==> src/rtl/spi_reg_ctrl.sv <==
// spi_reg_ctrl
//   SPI register controller that runs entirely in the system clock domain.
//   The host SPI pins are oversampled, and fixed 16-bit frames are decoded into
//   a small bank of 8-bit registers. A frame is W (bit15), address (bits14:8)
//   and data (bits7:0), sent MSB first in SPI mode 0. Register updates happen
//   only in the single COMMIT cycle after chip select rises, so the outputs
//   that follow the bank never change while a frame is in flight.
//
// Ports
//   clk        system clock, at least 4x the SCLK frequency
//   rst_n      asynchronous active-low reset
//   sclk       host SPI clock (asynchronous, mode 0)
//   cs_n       host chip select, active low (asynchronous)
//   mosi       host data in (asynchronous)
//   miso       host data out, 0 whenever no read data is being shifted
//   sel        peripheral-select code for the routing mux (reg[0])
//   leds       reg[1][1:0]
//   regs       flat register bank, reg[i] at bits [8i+7:8i]
//   wr_strobe  one-cycle pulse on a register write
//   wr_addr    address of the most recent write (held between writes)
//   frame_err  one-cycle pulse when a frame of the wrong length is discarded

module spi_reg_ctrl #(
  parameter int NREG = 4,
  localparam int AW = $clog2(NREG)
) (
  input  logic              clk,
  input  logic              rst_n,
  input  logic              sclk,
  input  logic              cs_n,
  input  logic              mosi,
  output logic              miso,
  output logic [7:0]        sel,
  output logic [1:0]        leds,
  output logic [NREG*8-1:0] regs,
  output logic              wr_strobe,
  output logic [AW-1:0]     wr_addr,
  output logic              frame_err
);

  typedef enum logic [1:0] {
    IDLE,
    SHIFT,
    COMMIT
  } state_t;

  state_t      state;
  logic [2:0]  sclk_sync;
  logic [2:0]  cs_sync;
  logic [1:0]  mosi_sync;
  logic        settled;
  logic        armed;
  logic [4:0]  bit_cnt;
  logic [15:0] shreg;
  logic [15:0] shift_next;
  logic [7:0]  rd_shift;
  logic        rd_active;
  logic [7:0]  reg_q [NREG];

  logic sclk_rise;
  logic sclk_fall;
  logic cs_fall;
  logic cs_rise;
  logic mosi_bit;

  // True when the 7-bit address field points inside the bank.
  function automatic logic in_range(input logic [6:0] addr);
    return (addr >> AW) == 7'd0;
  endfunction

  // Two-stage synchronisers, plus a third stage on sclk/cs_n for edge
  // detection. Stages reset to the idle level of each pin.
  always_ff @(posedge clk or negedge rst_n) begin
    if (!rst_n) begin
      sclk_sync <= 3'b000;
      cs_sync   <= 3'b111;
      mosi_sync <= 2'b00;
    end else begin
      sclk_sync <= {sclk_sync[1:0], sclk};
      cs_sync   <= {cs_sync[1:0], cs_n};
      mosi_sync <= {mosi_sync[0], mosi};
    end
  end

  assign sclk_rise = sclk_sync[1] & ~sclk_sync[2];
  assign sclk_fall = ~sclk_sync[1] & sclk_sync[2];
  assign cs_fall   = ~cs_sync[1] & cs_sync[2];
  assign cs_rise   = cs_sync[1] & ~cs_sync[2];
  assign mosi_bit  = mosi_sync[1];

  // The cs_n synchroniser resets to 1, so a chip select that is already low
  // when reset releases would look like a fresh falling edge. Frames are only
  // accepted once cs_n has really been sampled high after reset; 'settled'
  // marks that the first synchroniser stage holds a genuine pin sample.
  always_ff @(posedge clk or negedge rst_n) begin
    if (!rst_n) begin
      settled <= 1'b0;
      armed   <= 1'b0;
    end else begin
      settled <= 1'b1;
      if (settled && cs_sync[0]) begin
        armed <= 1'b1;
      end
    end
  end

  assign shift_next = {shreg[14:0], mosi_bit};

  // Frame FSM and register bank. On the 8th SCLK rise shift_next holds the
  // W bit and the address field, so read data is fetched right there.
  always_ff @(posedge clk or negedge rst_n) begin
    if (!rst_n) begin
      state     <= IDLE;
      bit_cnt   <= 5'd0;
      shreg     <= 16'h0000;
      rd_shift  <= 8'h00;
      rd_active <= 1'b0;
      miso      <= 1'b0;
      wr_strobe <= 1'b0;
      frame_err <= 1'b0;
      wr_addr   <= '0;
      for (int i = 0; i < NREG; i++) begin
        reg_q[i] <= 8'h00;
      end
    end else begin
      wr_strobe <= 1'b0;
      frame_err <= 1'b0;
      case (state)
        IDLE: begin
          bit_cnt   <= 5'd0;
          miso      <= 1'b0;
          rd_active <= 1'b0;
          if (cs_fall && armed) begin
            state <= SHIFT;
          end
        end

        SHIFT: begin
          if (sclk_rise) begin
            shreg <= shift_next;
            if (bit_cnt != 5'd17) begin
              bit_cnt <= bit_cnt + 5'd1;
            end
            if (bit_cnt == 5'd7 && !shift_next[7]) begin
              rd_active <= 1'b1;
              rd_shift  <= in_range(shift_next[6:0]) ? reg_q[shift_next[AW-1:0]] : 8'h00;
            end
          end
          // Bits 8..15 go out on the falls that follow rises 8..15.
          if (sclk_fall) begin
            if (rd_active && bit_cnt >= 5'd8 && bit_cnt <= 5'd15) begin
              miso     <= rd_shift[7];
              rd_shift <= {rd_shift[6:0], 1'b0};
            end else begin
              miso <= 1'b0;
            end
          end
          // A simultaneous SCLK edge above is still applied, so COMMIT sees
          // the updated count.
          if (cs_rise) begin
            state <= COMMIT;
          end
        end

        COMMIT: begin
          state     <= IDLE;
          miso      <= 1'b0;
          rd_active <= 1'b0;
          if (bit_cnt == 5'd16) begin
            if (shreg[15] && in_range(shreg[14:8])) begin
              reg_q[shreg[8 +: AW]] <= shreg[7:0];
              wr_strobe             <= 1'b1;
              wr_addr               <= shreg[8 +: AW];
            end
          end else begin
            frame_err <= 1'b1;
          end
        end

        default: begin
          state <= IDLE;
        end
      endcase
    end
  end

  // Flat view of the bank plus the dedicated outputs taken from it.
  always_comb begin
    regs = '0;
    for (int i = 0; i < NREG; i++) begin
      regs[8*i +: 8] = reg_q[i];
    end
  end

  assign sel  = reg_q[0];
  assign leds = reg_q[1][1:0];

endmodule

==> config.mk <==
export PLATFORM = sky130hd
export DESIGN_NAME = spi_reg_ctrl
export DESIGN_NICKNAME = d
export VERILOG_FILES = /design/src/rtl/spi_reg_ctrl.sv
export SDC_FILE = /design/constraint.sdc
export NUM_CORES = 1
export LEC_CHECK = 0
export CAP_MARGIN = 25
export CORE_MARGIN = 2
export CORE_UTILIZATION = 46
export DETAILED_ROUTE_END_ITERATION = 7
export PLACE_DENSITY = 0.8
export SLEW_MARGIN = 20
export SYNTH_ARGS = -nofsm -noshare
export SYNTH_HDL_FRONTEND = slang
export SYNTH_SLANG_ARGS = --single-unit
==> constraint.sdc <==
create_clock -name clk -period 5 [get_ports clk]
set_input_delay 1.5 -clock clk [delete_from_list [all_inputs] [get_ports clk]]
set_output_delay 1.5 -clock clk [all_outputs]
set_load 0.05 [all_outputs]
==> flow_metrics.py, run 1 <==
metrics = {
    "run_status": {
        "run_status": "complete, no violations",
    },
    "sta": {
        "relSlewSlack_pct": 44.6,
        "max_freq_mhz": 321,
        "setup-tns-final_ps": 0,
        "setup_viol": 0,
        "grt_setup_unrepaired": "no",
        "clock_skew_ps": 11.4,
        "final-max-slew-violation-count": 0,
        "worst_pin_slew_ps": 824,
        "period_share_pct": 62.4,
        "layout_min_cycle_time_ps": 3120,
        "hold_viol_final": 0,
    },
    "min_path": {
        "hold_depth": 0,
        "hold_start": "sclk_sync[0]$_DFF_PN0_",
        "worstHoldPathType": "reg2reg",
        "hold_path_end": "sclk_sync[1]$_DFF_PN0_",
    },
    "clocking": {
        "clockBufferDepth": 2,
        "cts_resized": 0,
        "holdBufCountCts": 0,
        "clock_latency_ps": 350,
        "cts_tree": "done",
        "htreeDepth": 3,
        "cts_buffers": 9,
        "clkTransAtPathRegs_ps": 90,
        "cts_setup_buffers": 0,
        "cts-root-buf": "clkbuf_8",
        "cts.sinks": 79,
    },
    "drt": {
        "via_per_inst": 5.63,
        "num_vias": 2308,
        "initialDrtViolationCount": 182,
        "drc": 0,
        "drt_pass1_iterations": 4,
        "detail-route-antenna-nets": 0,
        "wire_per_inst_um": 18.4,
        "drt_wl_total_um": 7560,
    },
    "synth": {
        "synthTopCellsByArea": "dfrtp_1 (54%), mux2_2 (15%), mux4_2 (5.1%)",
        "synth_area_um2": 3540,
        "ys_types": 49,
        "synth_top_area_share_pct": 53.7,
        "synth_compound_gate_area_share_pct": 5.62,
        "avgSynthCellArea_um2": 13.6,
        "ys_seq_elements": 79,
        "synth_top_cell_by_area": "dfrtp_1",
        "synth-async-reset-ratio_pct": 100,
        "synth-adder-area-share_pct": 1.41,
        "ys.flop_type": "dfrtp_1",
        "yosysSeqAreaShare_pct": 56.0,
        "synth_top_family_by_area": "multiplexers",
        "syn-num-nets": 270,
        "yosys.area_share.simple_pct": 12.3,
        "synth_xor_area_share_pct": 0,
        "synthesis.instances": 261,
        "synth_edf_count": 0,
        "synth_warnings": 0,
        "synthMuxAreaShare_pct": 20.9,
    },
    "die": {
        "die_y_um": 91.7,
        "fp.dieW_um": 91.7,
        "start_util_pct": 48.0,
        "dieArea_um2": 8410,
        "core_area_um2": 7370,
        "rows": 31,
        "pin_count": 52,
    },
    "place": {
        "dp.cells": 393,
        "place_hpwl_um": 5040,
        "place.gp.congestion": 0.804,
        "port_buffers": 51,
    },
    "global_routing": {
        "grt_util_all_layers_pct": 19.1,
        "grt_pass1_vias": 2345,
        "grt_max_degree": 80,
        "grt_pass1_wl_um": 12500,
        "grt_antenna_before_repair": 0,
        "grt_overflow": 0,
    },
    "setup_path": {
        "worst-path-buf-inv": 1,
        "cp.arrival_ps": 1620,
        "rr_startpoint": "bit_cnt[0]$_DFFE_PN0P_",
        "reg2reg_depth": 7,
        "worstPathMaxFanout": 4,
        "crit_required_ps": 3500,
        "cp_slowest_stage_delay_ps": 830,
        "ff2ff_setup_slack_ps": 2730,
        "r2r-end": "rd_shift[4]$_DFFE_PN0P_",
        "crit_cells": 1,
        "crit_type": "reg2out",
        "crit_chain": "clkdlybuf4s50_1",
        "cpLargestDelayFamily": "buffers and inverters",
        "critPathLaunchType": "register",
        "cpMaxStageDelayCell": "clkdlybuf4s50_1",
        "cp-end-kind": "primary output",
    },
    "final_layout": {
        "drive_above_1_share_pct": 28.0,
        "syn_to_final_growth_pct": 22.0,
        "layout_commonest_cell": "dfrtp_1",
        "final_cell_mix": "dfrtp_1 (76), clkdlybuf4s50_1 (50), mux2_2 (48)",
        "finalNonFillerCells": 410,
        "antenna_cells": 0,
        "finalNetCount": 315,
    },
    "job": {
        "max_cap_violations": 0,
    },
    "power_and_ir_drop": {
        "power_density_nw_per_um2": 322,
        "ir_drop_uv": 191,
        "leakagePower_nw": 1.93,
    },
}
synthesized netlist by cell type, drive strengths merged, types with 4 or more instances:
master,number
a211oi,7
nand2,9
nor3,10
ha,4
mux2,48
dfrtp,76
inv,5
buf,13
nand2b,6
nand3,5
nor2,12
clkbuf,6
mux4,8
a21oi,10
worst max-delay path by stage:
| stage | from | to | slack [ps] |
|---|---|---|---|
| final | sel[5]$_DFFE_PN0P_ | regs[5] | 1880 |
| after CTS | sel[5]$_DFFE_PN0P_ | regs[5] | 1840 |
| after detailed placement | sel[5]$_DFFE_PN0P_ | regs[5] | 2230 |
| after floorplan | sel[0]$_DFFE_PN0P_ | sel[0] | 2590 |
| after global routing | sel[5]$_DFFE_PN0P_ | regs[5] | 1810 |
| after global placement | sel[6]$_DFFE_PN0P_ | regs[6] | 2250 |
metrics by stage:
stage	cell area, µm²	total power, mW	hold slack [ps]	utilization (%)	worst slack, ps
detailed placement	4070	0.873	337	55.2	2230
CTS	4290	1.40	347	58.2	1840
global route	4320	1.45	365	58.6	1810
floorplan	3540	0.814	331	-	2590
global placement	4070	0.864	333	55.2	2250
finish	4320	1.39	347	58.6	1880
registers in the layout, indices dropped and copies added (netlist names), 3 cells and up:
name / cells
rd_shift: 8
regs: 22
sel: 8
sclk_sync: 3
bit_cnt: 5
shreg: 16
cs_sync: 3
layout make-up:
type / count / area, µm²
clock buffer: 11 / 141
clock inverter: 5 / 81.3
fill: 598 / 3050
inverter: 5 / 18.8
multi-input combinational: 158 / 1430
sequential: 79 / 1980
tap: 99 / 124
timing repair buffer: 53 / 543
layer usage:
layer | wire [µm] | global-route usage (%) | vias up
li1 | - | - | 1037
met1 | 3400 | 26.8 | 1202
met2 | 3670 | 29.0 | 57
met3 | 348 | 4.35 | 12
met4 | 134 | 7.46 | 0
met5 | 0 | 0 | -
cell families after synthesis:
group                      count (synthesis)
AOI/OAI and AO/OA                         30
buffers and inverters                     24
muxes                                     58
adders and majority gates                  4
other                                      1
DFF                                       79
and+or+nand+nor                           65
power by group:
part / switching, mW / total [mW] / internal [mW]
combinational: 0.0538 / 0.108 / 0.0541
clock: 0.232 / 0.527 / 0.295
sequential: 0.0833 / 0.757 / 0.674
No activity file was read; power rests on OpenSTA's default activity.
==> inputs of run 2 (changes only) <==
==> constraint.sdc (replaced) <==
create_clock -name clk -period 3.2 [get_ports clk]
set_input_delay 0.96 -clock clk [delete_from_list [all_inputs] [get_ports clk]]
set_output_delay 0.96 -clock clk [all_outputs]
set_load 0.05 [all_outputs]
==> run 2 against run 1 <==
First-iteration DRC count is 3.8% higher. Final cell count stayed put. Clock power up 43%. Global-route usage grew 0.11 points. Sequential share of layout area up 0.28 points. Clock skew down 4.0 ps. Clock-buffer cell count decreased by 2. Sequential power increased by 56%. Non-clock buffer count unchanged. Critical path depth is the same.
==> flow_metrics.py, run 2 (synthesis results as in run 1) <==
metrics = {
    "run_status": {
        "run_status": "complete, no violations",
    },
    "setup_path": {
        "reg2reg_depth": 7,
        "critPathLaunchType": "register",
        "ff2ff_setup_slack_ps": 950,
        "cp.arrival_ps": 1610,
        "cp_slowest_stage_delay_ps": 830,
        "crit_type": "reg2out",
        "cpLargestDelayFamily": "buffers and inverters",
        "crit_chain": "clkdlybuf4s50_1",
        "worst-path-buf-inv": 1,
        "crit_required_ps": 2240,
        "r2r-end": "rd_shift[4]$_DFFE_PN0P_",
        "rr_startpoint": "bit_cnt[0]$_DFFE_PN0P_",
        "cpMaxStageDelayCell": "clkdlybuf4s50_1",
        "worstPathMaxFanout": 4,
        "cp-end-kind": "primary output",
    },
    "place": {
        "place_hpwl_um": 5080,
        "placed_area_um2": 4070,
        "preCtsSetupSlack_ps": 982,
        "port_buffers": 51,
        "place.gp.congestion": 0.785,
    },
    "clocking": {
        "clock_latency_ps": 360,
        "clockBufferDepth": 2,
        "clkTransAtPathRegs_ps": 90,
        "cts.sinks": 79,
        "cts_setup_buffers": 0,
        "holdBufCountCts": 0,
        "cts_tree": "done",
        "cts_buffers": 9,
        "htreeDepth": 3,
        "cts_resized": 0,
        "cts-root-buf": "clkbuf_8",
    },
    "power_and_ir_drop": {
        "power_density_nw_per_um2": 490,
        "p_sw_share_pct": 28.5,
        "intPower_mw": 1.50,
        "ir_drop_uv": 291,
        "combPwrFrac_pct": 8.1,
        "leakagePower_nw": 1.92,
        "switchingPower_mw": 0.600,
        "seqPwrFrac_pct": 56.0,
        "power_frac_clock_pct": 35.8,
        "power.total_mw": 2.10,
    },
    "drt": {
        "drc": 0,
        "drt_pass1_iterations": 5,
        "initialDrtViolationCount": 189,
        "wire_per_inst_um": 18.1,
        "drt_wl_total_um": 7420,
        "num_vias": 2293,
        "detail-route-antenna-nets": 0,
        "via_per_inst": 5.59,
    },
    "final_layout": {
        "drive_above_1_share_pct": 28.3,
        "final_cell_mix": "dfrtp_1 (76), clkdlybuf4s50_1 (50), mux2_2 (48)",
        "layout_commonest_cell": "dfrtp_1",
        "finalNetCount": 315,
        "syn_to_final_growth_pct": 21.3,
        "antenna_cells": 0,
        "postLayoutCellArea_um2": 4290,
        "largest_reg_flops": 22,
        "final_util_pct": 58.2,
    },
    "sta": {
        "setup-tns-final_ps": 0,
        "layout_min_cycle_time_ps": 2570,
        "hold_viol_final": 0,
        "relSlewSlack_pct": 43.8,
        "final-max-slew-violation-count": 0,
        "setup_viol": 0,
        "setup_ws_ps": 631,
        "grt_setup_unrepaired": "no",
        "worst_pin_slew_ps": 837,
        "clock_skew_ps": 7.35,
        "period_share_pct": 80.3,
        "max_freq_mhz": 389,
    },
    "die": {
        "pin_count": 52,
        "rows": 31,
        "start_util_pct": 48.0,
        "die_y_um": 91.7,
        "core_area_um2": 7370,
        "fp.dieW_um": 91.7,
        "dieArea_um2": 8410,
    },
    "min_path": {
        "hold_path_end": "sclk_sync[1]$_DFF_PN0_",
        "worstHoldPathType": "reg2reg",
        "hold_start": "sclk_sync[0]$_DFF_PN0_",
        "hold_depth": 0,
    },
    "global_routing": {
        "grt_pass1_wl_um": 12500,
        "grt_overflow": 0,
        "grt_util_all_layers_pct": 19.2,
        "use_met1_pct": 27.0,
        "met2_usage_pct": 29.5,
        "grt_max_degree": 80,
        "grt_pass1_vias": 2380,
        "grt_use_met3_pct": 3.86,
        "grt.busiest_layer": "met2",
        "grt_antenna_before_repair": 0,
    },
    "job": {
        "max_cap_violations": 0,
    },
}
## run 2: cell count changes in the layout (fill, tap and decap cells not counted), sizes merged
cell      delta
bufinv       -1
clkbuf       -2
clkinvlp     +1
inv          +2
## run 2: final cells by class
| class | instances | area, µm² |
|---|---|---|
| clock buffers | 9 | 124 |
| clock inverters | 7 | 80.1 |
| flip-flops and latches | 79 | 1980 |
| well taps | 99 | 124 |
| inverters | 5 | 18.8 |
| repair buffers | 53 | 536 |
| fillers | 573 | 3080 |
| multi-input cells | 158 | 1430 |
## run 2: layer usage
layer	up-vias	wire length [µm]
met2	66	3510
met3	13	297
met4	0	135
li1	1039	-
met1	1175	3480
met5	-	0
## run 2: power groups by stage
stage | sequential [mW] | combinational [mW] | clock, mW
after floorplan | 1.13 | 0.139 | 0
after global placement | 1.19 | 0.161 | 0
after detailed placement | 1.20 | 0.165 | 0
after CTS | 1.18 | 0.168 | 0.769
after global routing | 1.19 | 0.185 | 0.812
final | 1.18 | 0.171 | 0.754
## run 2: worst max path at each step
stage | cells after the start | to | start
6_report | 1 | sel[5] | sel[5]$_DFFE_PN0P_
5_1_grt | 1 | sel[5] | sel[5]$_DFFE_PN0P_
4_1_cts | 1 | sel[5] | sel[5]$_DFFE_PN0P_
3_5_place_dp | 7 | rd_shift[7]$_DFFE_PN0P_ | bit_cnt[0]$_DFFE_PN0P_
3_3_place_gp | 1 | regs[5] | sel[5]$_DFFE_PN0P_
2_1_floorplan | 8 | rd_shift[1]$_DFFE_PN0P_ | bit_cnt[0]$_DFFE_PN0P_
## run 2: stage by stage
step,hold slack (ps),std cells
3_5_place_dp,336,393
5_1_grt,372,410
4_1_cts,359,409
3_3_place_gp,333,393
2_1_floorplan,331,261
6_report,353,410
==> inputs of run 3 (changes only) <==
==> constraint.sdc (replaced) <==
create_clock -name clk -period 2.58 [get_ports clk]
set_input_delay 0.774 -clock clk [delete_from_list [all_inputs] [get_ports clk]]
set_output_delay 0.774 -clock clk [all_outputs]
set_load 0.05 [all_outputs]
==> run 3 against run 2 <==
Total power rose by 23%. First-iteration DRC count up 16%. Setup slack worse by 430 ps. Combinational power up 24%. Non-clock buffer count is 2 higher. Clock skew increased by 2.9 ps. Sequential share of layout area shrank 0.094 points. Largest cell class unchanged. Via count down 1.6%. Die area unchanged. Worst hold slack got worse by 44 ps. Routed wire length shrank 3.6%.
==> flow_metrics.py, run 3 (synthesis results as in run 1) <==
metrics = {
    "drt": {
        "detail-route-antenna-nets": 0,
        "via_per_inst": 5.48,
        "num_vias": 2256,
        "drt_pass1_iterations": 4,
        "drc": 0,
        "initialDrtViolationCount": 219,
        "wire_per_inst_um": 17.4,
        "drt_wl_total_um": 7160,
    },
    "final_layout": {
        "final_cell_mix": "dfrtp_1 (76), clkdlybuf4s50_1 (50), mux2_2 (48)",
        "fill_cells": 596,
        "antenna_cells": 0,
        "largest_reg_flops": 22,
        "finalNetCount": 317,
        "layout_commonest_cell": "dfrtp_1",
        "drive_above_1_share_pct": 28.4,
        "syn_to_final_growth_pct": 21.5,
        "postLayoutCellArea_um2": 4300,
    },
    "setup_path": {
        "worstPathMaxFanout": 3,
        "critPathLaunchType": "register",
        "worst-path-buf-inv": 1,
        "cp_slowest_stage_delay_ps": 830,
        "crit_chain": "clkdlybuf4s50_1",
        "crit_required_ps": 1810,
        "startpoint": "regs[22]$_DFFE_PN0P_",
        "cpMaxStageDelayCell": "clkdlybuf4s50_1",
        "cp.arrival_ps": 1600,
        "cp-end-kind": "primary output",
        "rr_startpoint": "bit_cnt[0]$_DFFE_PN0P_",
        "crit_type": "reg2out",
        "cpLargestDelayFamily": "buffers and inverters",
    },
    "clocking": {
        "htreeDepth": 3,
        "clkTransAtPathRegs_ps": 80,
        "cts-root-buf": "clkbuf_8",
        "cts.sinks": 79,
        "cts_resized": 0,
        "clockBufferDepth": 2,
        "cts_tree": "done",
        "cts_buffers": 9,
        "holdBufCountCts": 0,
        "clock_latency_ps": 350,
        "cts_setup_buffers": 0,
    },
    "sta": {
        "period_share_pct": 92.0,
        "hold_viol_final": 0,
        "grt_setup_unrepaired": "no",
        "clock_skew_ps": 10.3,
        "setup_ws_ps": 206,
        "final-max-slew-violation-count": 0,
        "relSlewSlack_pct": 45.8,
        "setup_viol": 0,
        "worst_pin_slew_ps": 806,
        "setup-tns-final_ps": 0,
        "max_freq_mhz": 421,
        "layout_min_cycle_time_ps": 2370,
    },
    "global_routing": {
        "grt_pass1_vias": 2289,
        "grt_pass1_wl_um": 12000,
        "grt_overflow": 0,
        "grt_util_all_layers_pct": 18.5,
        "grt_antenna_before_repair": 0,
        "grt_max_degree": 43,
    },
    "die": {
        "dieArea_um2": 8410,
        "core_area_um2": 7370,
        "start_util_pct": 48.0,
        "rows": 31,
        "fp.dieW_um": 91.7,
        "pin_count": 52,
        "die_y_um": 91.7,
    },
    "min_path": {
        "worstHoldPathType": "in2async",
    },
    "power_and_ir_drop": {
        "power_density_nw_per_um2": 600,
        "leakagePower_nw": 1.93,
        "ir_drop_uv": 482,
    },
    "place": {
        "place.gp.congestion": 0.834,
        "place_hpwl_um": 4910,
        "port_buffers": 51,
        "preCtsSetupSlack_ps": 330,
        "placed_area_um2": 4100,
    },
    "run_status": {
        "run_status": "complete, no violations",
    },
    "job": {
        "max_cap_violations": 0,
    },
}
## run 3: changes by cell type in the layout (fill, tap and decap cells not counted)
cell	change
clkinv_2	+2
inv_6	-1
clkbuf_1	+1
clkinvlp_4	-1
clkbuf_8	+1
buf_4	+2
clkinv_4	-2
## run 3: path summary, 6_finish.rpt
path,slack (ps),cells after the start,to
max in group asynchronous,1720,2,sclk_sync[1]$_DFF_PN0_
min in group clk,350,0,sclk_sync[1]$_DFF_PN0_
min reg2reg,350,0,sclk_sync[1]$_DFF_PN0_
min,310,1,regs[28]$_DFFE_PN0P_
max,210,1,regs[22]
max reg2reg,320,7,rd_shift[6]$_DFFE_PN0P_
## run 3: metrics by stage
step / hold slack, ps / cells / total power, mW / utilization [%]
after floorplan: 331 / 261 / 1.58 / -
after global placement: 334 / 396 / 1.68 / 55.7
after detailed placement: 335 / 396 / 1.69 / 55.7
after CTS: 302 / 412 / 2.61 / 58.4
after global routing: 313 / 412 / 2.71 / 58.4
final: 309 / 412 / 2.58 / 58.4
## run 3: cell type report
type | instances | area [µm²] | share of cell area [%]
flip-flops and latches | 79 | 1980 | 46.1
well taps | 99 | 124 | 2.88
clock buffers | 11 | 141 | 3.29
repair buffers | 55 | 551 | 12.8
multi-input cells | 158 | 1430 | 33.2
clock inverters | 5 | 56.3 | 1.31
inverters | 5 | 18.8 | 0.436
## run 3: report_power, final
group	internal, mW	switching, mW	leakage, nW	total (mW)
Clock	0.474	0.442	0.0997	0.915
Sequential	1.31	0.146	1.06	1.45
Combinational	0.105	0.107	0.770	0.212
Total	1.89	0.695	1.93	2.58
## run 3: routing by layer
layer / wire (µm) / vias up / GRT usage (%)
li1: - / 1038 / -
met1: 3450 / 1158 / 26.8
met2: 3290 / 49 / 27.3
met3: 274 / 11 / 4.27
met4: 135 / 0 / 6.97
met5: 0 / - / 0
